===== src/rtl/bcd_updown_counter.sv =====
// rtl/bcd_updown_counter.sv - four-digit BCD up/down counter with prescaler, load and wrap pulse
// Every output is a flop; load beats a coincident step, reset beats everything.

module bcd_updown_counter #(
  parameter int DIV = 100000000
) (
  input  logic        clk,
  input  logic        rst,
  input  logic        en,
  input  logic        cw,
  input  logic        load,
  input  logic [15:0] load_val,
  output logic [15:0] digits,
  output logic        tick,
  output logic        wrap
);

  localparam int PW = (DIV > 1) ? $clog2(DIV) : 1;
  localparam logic [PW-1:0] PRESC_LAST = PW'(DIV - 1);

  logic [PW-1:0] r_presc;
  logic [15:0]   r_digits;
  logic          r_tick;
  logic          r_wrap;

  logic          w_step;
  logic [15:0]   w_next_digits;
  logic          w_full_range;
  logic          w_chain;
  logic [3:0]    w_nib;
  logic [15:0]   w_load_clamped;

  assign w_step = en && (r_presc == PRESC_LAST);

  // Ripple the carry/borrow from digit 0 upward; a carry out of digit 3 means full-range wrap.
  always_comb begin
    w_next_digits = r_digits;
    w_chain       = 1'b1;
    w_nib         = 4'd0;
    for (int k = 0; k < 4; k++) begin
      w_nib = r_digits[4*k +: 4];
      if (w_chain) begin
        if (cw) begin
          if (w_nib >= 4'd9) begin
            w_next_digits[4*k +: 4] = 4'd0;
          end else begin
            w_next_digits[4*k +: 4] = w_nib + 4'd1;
            w_chain = 1'b0;
          end
        end else begin
          if (w_nib == 4'd0) begin
            w_next_digits[4*k +: 4] = 4'd9;
          end else begin
            w_next_digits[4*k +: 4] = w_nib - 4'd1;
            w_chain = 1'b0;
          end
        end
      end
    end
    w_full_range = w_chain;
  end

  always_comb begin
    w_load_clamped = load_val;
    for (int k = 0; k < 4; k++) begin
      if (load_val[4*k +: 4] > 4'd9) begin
        w_load_clamped[4*k +: 4] = 4'd9;
      end
    end
  end

  always_ff @(posedge clk) begin
    if (rst) begin
      r_presc  <= '0;
      r_digits <= 16'h0000;
      r_tick   <= 1'b0;
      r_wrap   <= 1'b0;
    end else if (load) begin
      r_presc  <= '0;
      r_digits <= w_load_clamped;
      r_tick   <= 1'b0;
      r_wrap   <= 1'b0;
    end else begin
      r_tick <= w_step;
      r_wrap <= w_step && w_full_range;
      if (en) begin
        r_presc <= w_step ? '0 : r_presc + PW'(1);
      end
      if (w_step) begin
        r_digits <= w_next_digits;
      end
    end
  end

  assign digits = r_digits;
  assign tick   = r_tick;
  assign wrap   = r_wrap;

endmodule


===== config.mk =====
export PLATFORM = sky130hd
export DESIGN_NAME = bcd_updown_counter
export DESIGN_NICKNAME = d
export VERILOG_FILES = /design/src/rtl/bcd_updown_counter.sv
export SDC_FILE = /design/constraint.sdc
export NUM_CORES = 1
export LEC_CHECK = 0
export BUFFER_PORTS_ARGS = -buffer_cell sky130_fd_sc_hd__buf_2
export CAP_MARGIN = 10
export CORE_MARGIN = 10
export CORE_UTILIZATION = 50
export DETAILED_ROUTE_END_ITERATION = 7
export GPL_TIMING_DRIVEN = 1
export PLACE_DENSITY = 0.78
export SYNTH_ARGS = -nofsm -noshare
export SYNTH_HDL_FRONTEND = slang
export SYNTH_SLANG_ARGS = --single-unit

===== constraint.sdc =====
create_clock -name clk -period 2.9 [get_ports clk]
set_clock_uncertainty 0.2 [all_clocks]
set_input_delay 0.145 -clock clk [delete_from_list [all_inputs] [get_ports clk]]
set_output_delay 0.145 -clock clk [all_outputs]
set_load 0.005 [all_outputs]

Yosys cells after proc, flatten, opt, wreduce, memory -nomap -nowiden
Cells that the tools add are included.
{"block": "op_classes", "add_sub_neg": 9, "multipliers": 0, "div": 0, "order_cmp": 8, "n_eq_ne": 1, "shift": 0, "n_mux": 37, "bitwise": 0, "reduce_logical": 14}
{"cell": "$mux 4", "n": 19}
{"cell": "$mux 16", "n": 2}
{"cell": "$add 27x1->27 const B", "n": 1}
{"cell": "$eq 27x27->1 const B", "n": 1}
{"cell": "$mux 27", "n": 1}
{"cell": "$add 4x1->4 const B", "n": 4}
{"cell": "$ge 4x4->1 const B", "n": 4}
{"cell": "$gt 4x4->1 const B", "n": 4}
{"cell": "$logic_not 4->1", "n": 4}
{"cell": "$sub 4x1->4 const B", "n": 4}
{"cell": "$mux 1", "n": 15}
{"cell": "$reduce_bool 2->1", "n": 4}
{"cell": "$reduce_and 2->1", "n": 3}
{"cell": "$logic_and 1x1->1", "n": 2}
{"cell": "$reduce_or 2->1", "n": 1}
{"block": "word_totals", "reg_bits": 45, "latchBits": 0, "ram_bits": 0, "mem_bits_ro": 0, "in_bits": 21, "out_inout_bits": 18, "wordCells": 76, "memories": 0}

Depth between registers and ports, before layout
{"block": "depth", "word_depth": 8, "depth_mapped": 8, "mapped_depth_nobuf": 7}

Worst setup path after synthesis
Ideal clock, no wire load.
{"block": "synth_timing", "path_type": "register to register", "from": "register r_digits[0], in the netlist digits[0]", "to": "register r_digits[11], in the netlist digits[11]", "setup_ps": 96, "arrival_time_ps": 2004, "required_ps": 2604, "slack_ps": 601, "path_stages_with_launch": 8, "path_buffers": 0, "synth_period_minus_slack_ps": 2299, "path_cell_list": "dfxtp_1 -> inv_1 -> ha_1 -> or3b_1 -> o22a_2 -> nor4b_4 -> nor2_2 -> o41ai_2"}
{"block": "synth_between", "elab_chain_len": 6, "elab_cells_between_ends": 8, "cone_classes": "order compare (1); mux (4); reduce/logical (3)"}
{"item": "from (decl)", "line": "22", "source": "logic [15:0] r_digits;"}
{"item": "from (signal assigned)", "line": "80", "source": "r_digits <= w_load_clamped;"}
{"item": "from (signal assigned)", "line": "90", "source": "r_digits <= w_next_digits;"}
{"item": "$ge 4x4->1 or $logic_not 4->1 (tied branches)", "line": "44, 51"}
{"item": "$mux 1, on equally long branches", "line": "44, 51"}
{"item": "$mux 1 (*)", "line": "43", "source": "if (cw) begin"}
{"item": "$mux 1 (*)", "line": "42", "source": "if (w_chain) begin"}
{"item": "$reduce_bool 2->1 (no line) (*)"}
{"item": "$reduce_and 2->1 (no line) (*)"}
Every way passes the cells marked *; elsewhere a longest branch is shown, timed or not.
A chain may end at the register's enable or synchronous reset.

Worst setup path after layout
{"block": "layout_timing", "from": "register r_presc[0]", "to": "register r_digits[1], in the netlist digits[1]"}
{"block": "layout_between", "elab_chain_len": 3}
{"item": "from (decl)", "line": "21", "source": "logic [PW-1:0] r_presc;"}
{"item": "from (signal assigned)", "line": "87", "source": "r_presc <= w_step ? '0 : r_presc + PW'(1);"}
{"item": "$eq 27x27->1", "line": "33", "source": "assign w_step = en && (r_presc == PRESC_LAST);"}
{"item": "$logic_and 1x1->1", "line": "33"}
{"item": "$reduce_bool 2->1 (no line)"}
Every way passes these cells.

==> run summary <==
Clock power frac = 35.5%
number of I/O pins = 39
sequential power share = 46.5%
outcome = finished clean
Filler Cell Count = 525
final hold vios = 0
CTS clk-pin slew, worst paths = 0.09 ns
Iteration-0 DRC Markers = 145
Period Utilization, post-route = 91.2%
Root Driver = clkbuf_8
hold_ws = 0.0288 ns
Netlist cell types = 63
synthesized area per cell = 8.03 um2
Hold Crit Class = input port to flip-flop
syn nets = 413
Yosys top cell area share = 29.7%
Rows = 28
layout cell share with drive strength beyond 1 = 16.3%
reg2reg path depth = 7
Max IR drop VDD = 0.308 mV
via count = 2837
RD Place Congestion = 0.902
Power Density = 414 nW/um2
CTS Buf Count = 5
Rel. slew slack = 52.3%
Worst Path Arrival = 2.64 ns
Synth warnings = 0
Seq cells post-synth = 45
launching point of the worst reg2reg path = r_presc[0]
post-CTS setup buffers = 0
Post-Syn Area = 3040 um2
Synth area leaders = dfxtp_1 (30%), nor2_1 (6.4%), ha_1 (5.8%), xor2_1 (5.2%), nand2_1 (3.7%)
Clock Tree Buf Depth = 2
die area = 9590 um2
R2R Setup Slk = 0.26 ns
largest net degree at the start of global routing = 29
FFs w/ async S/R, synth = 0%
clk sinks = 45
RSZ-0062 raised after global routing = false
P&R area growth vs syn = 14.9%
Die Width = 97.9 um
Max Freq = 378 MHz
final WL = 7450 um
aggregate negative setup slack = 0 ns
remaining antenna violation count = 0
Slew Viols, Final = 0
max-cap violation count = 0
most common cell in the synthesized netlist = nor2_1
drt wl/cell = 15.1 um
port bufs = 38
CP Capture Type = flip-flop
1st-pass router iterations = 4
Crit Path Max Fanout = 5
first-pass GRT wire length = 12300 um
minimum clock period = 2.64 ns
switching part of the total power = 29.5%
power consumption = 1440 uW
dominant synthesized flop cell = dfxtp_1
Total GRT Usage = 14.8%
cell taking the most area after synthesis = dfxtp_1
Worst R2R End = digits[1]
Final nets = 451
core outline area = 5920 um2
final setup violation count = 0
Die H = 97.9 um
DP Wirelength = 5290 um
placed inst area = 3250 um2
register area share after synthesis = 29.7%
antenna cell count = 0
Design Area, Final = 3490 um2
Critical path destination = digits[1]
initial antenna violation count = 0
grt total ovfl = 0
combinational cell fraction of total power = 18.0%
CP required = 2.90 ns
Sw Pwr = 425 uW
htree depth = 2
Static Leak = 0.00136 uW
vias in the first global route = 2694
CP startpoint = r_presc[0]
Post-synth EDFFs = 0
Worst setup SP type = flip-flop
final core utilization = 58.9%
crit path kind = flip-flop to flip-flop
Pint = 1020 uW
vias per cell = 5.77
Residual DRC = 0
Synth Instances = 378
worst skew pair latency = 0.31 ns
top cells by count, synth = nor2_1 (52), dfxtp_1 (45), nand2_1 (30)
initial core utilization = 51.3%
CTS tree = done
Worst Tran Pin Value = 0.710 ns
[how the worst min path moves through the flow]
stage / from / end / cells after the start / slack (ns)
2_1_floorplan: load_val[5] / digits[5] / 2 / 0.05
3_3_place_gp: load_val[5] / digits[5] / 3 / 0.18
3_5_place_dp: load_val[5] / digits[5] / 3 / 0.17
4_1_cts: load_val[1] / digits[0] / 3 / 0.02
5_1_grt: load_val[1] / digits[0] / 3 / 0.06
6_report: load_val[1] / digits[0] / 3 / 0.03
[kinds of logic after synthesis]
logic type	after synthesis	synth area share, %
muxes	10	3.75
and+or+nand+nor	162	29.8
buffers and inverters	42	5.52
adders and majority gates	14	5.77
DFF	45	29.7
xor gates and xnor gates	26	7.50
AOI/OAI and AO/OA	79	18.0
[power by group through the flow]
stage,Sequential [uW],Combinational [uW],Clock (uW)
final,671,260,512
after global routing,675,290,540
after CTS,670,260,517
after detailed placement,684,247,0
after global placement,683,242,0
after floorplan,668,191,0
[sequential cells by signal (all words and copies together) (netlist names)]
name and cells:
wrap 1, r_presc 27, digits 16, tick 1
[cell type report]
type	instances	area [um2]	area share (%)
clock buffers	5	68.8	1.97
clock inverters	3	50.0	1.43
inverters	21	78.8	2.26
multi-input cells	291	1970	56.6
flip-flops and latches	45	901	25.8
well taps	75	93.8	2.69
repair buffers	52	323	9.25
[worst max-delay path: stages (launching register included)]
cell and delay [ns]:
dfxtp_1 0.38, ha_1 0.23, nand4_1 0.16, or2_1 0.32, nor3_4 0.34, mux2i_1 0.23, o32ai_1 0.11, dlygate4sd3_1 0.57
[repair_timing]
item / CTS / global route
hold buffers: 11 / 0
endpoints found under the setup margin: 0 / 1
resized for setup: 0 / 1
endpoints found under the hold margin: 10 / 0
[stage by stage]
stage / cells / setup slack, ns
final: 492 / 0.257
after detailed placement: 473 / 0.421
after floorplan: 378 / 0.601
after global placement: 473 / 0.508
after CTS: 492 / 0.169
after global routing: 492 / 0.105
[layer usage]
layer / share of wire [%] / up-vias / GRT usage [%]
met3: 5.1 / 9 / 3.95
li1: - / 1434 / -
met5: 0 / - / 0
met1: 44 / 1328 / 16.7
met4: 1.0 / 0 / 3.24
met2: 50 / 66 / 26.8
[placed cells by master (no fill, tap or decap), types with 6 or more instances in the layout]
cell / instances
nor2_1: 52
dfxtp_1: 45
buf_2: 38
nand2_1: 30
inv_1: 19
xor2_1: 18
a21oi_1: 18
o21ai_0: 17
nand3_1: 14
ha_1: 14
nand4_1: 12
dlygate4sd3_1: 11
xnor2_1: 8
mux2i_1: 8
nor3_1: 7
nand2b_1: 6
No activity file was read; power rests on OpenSTA's default activity.
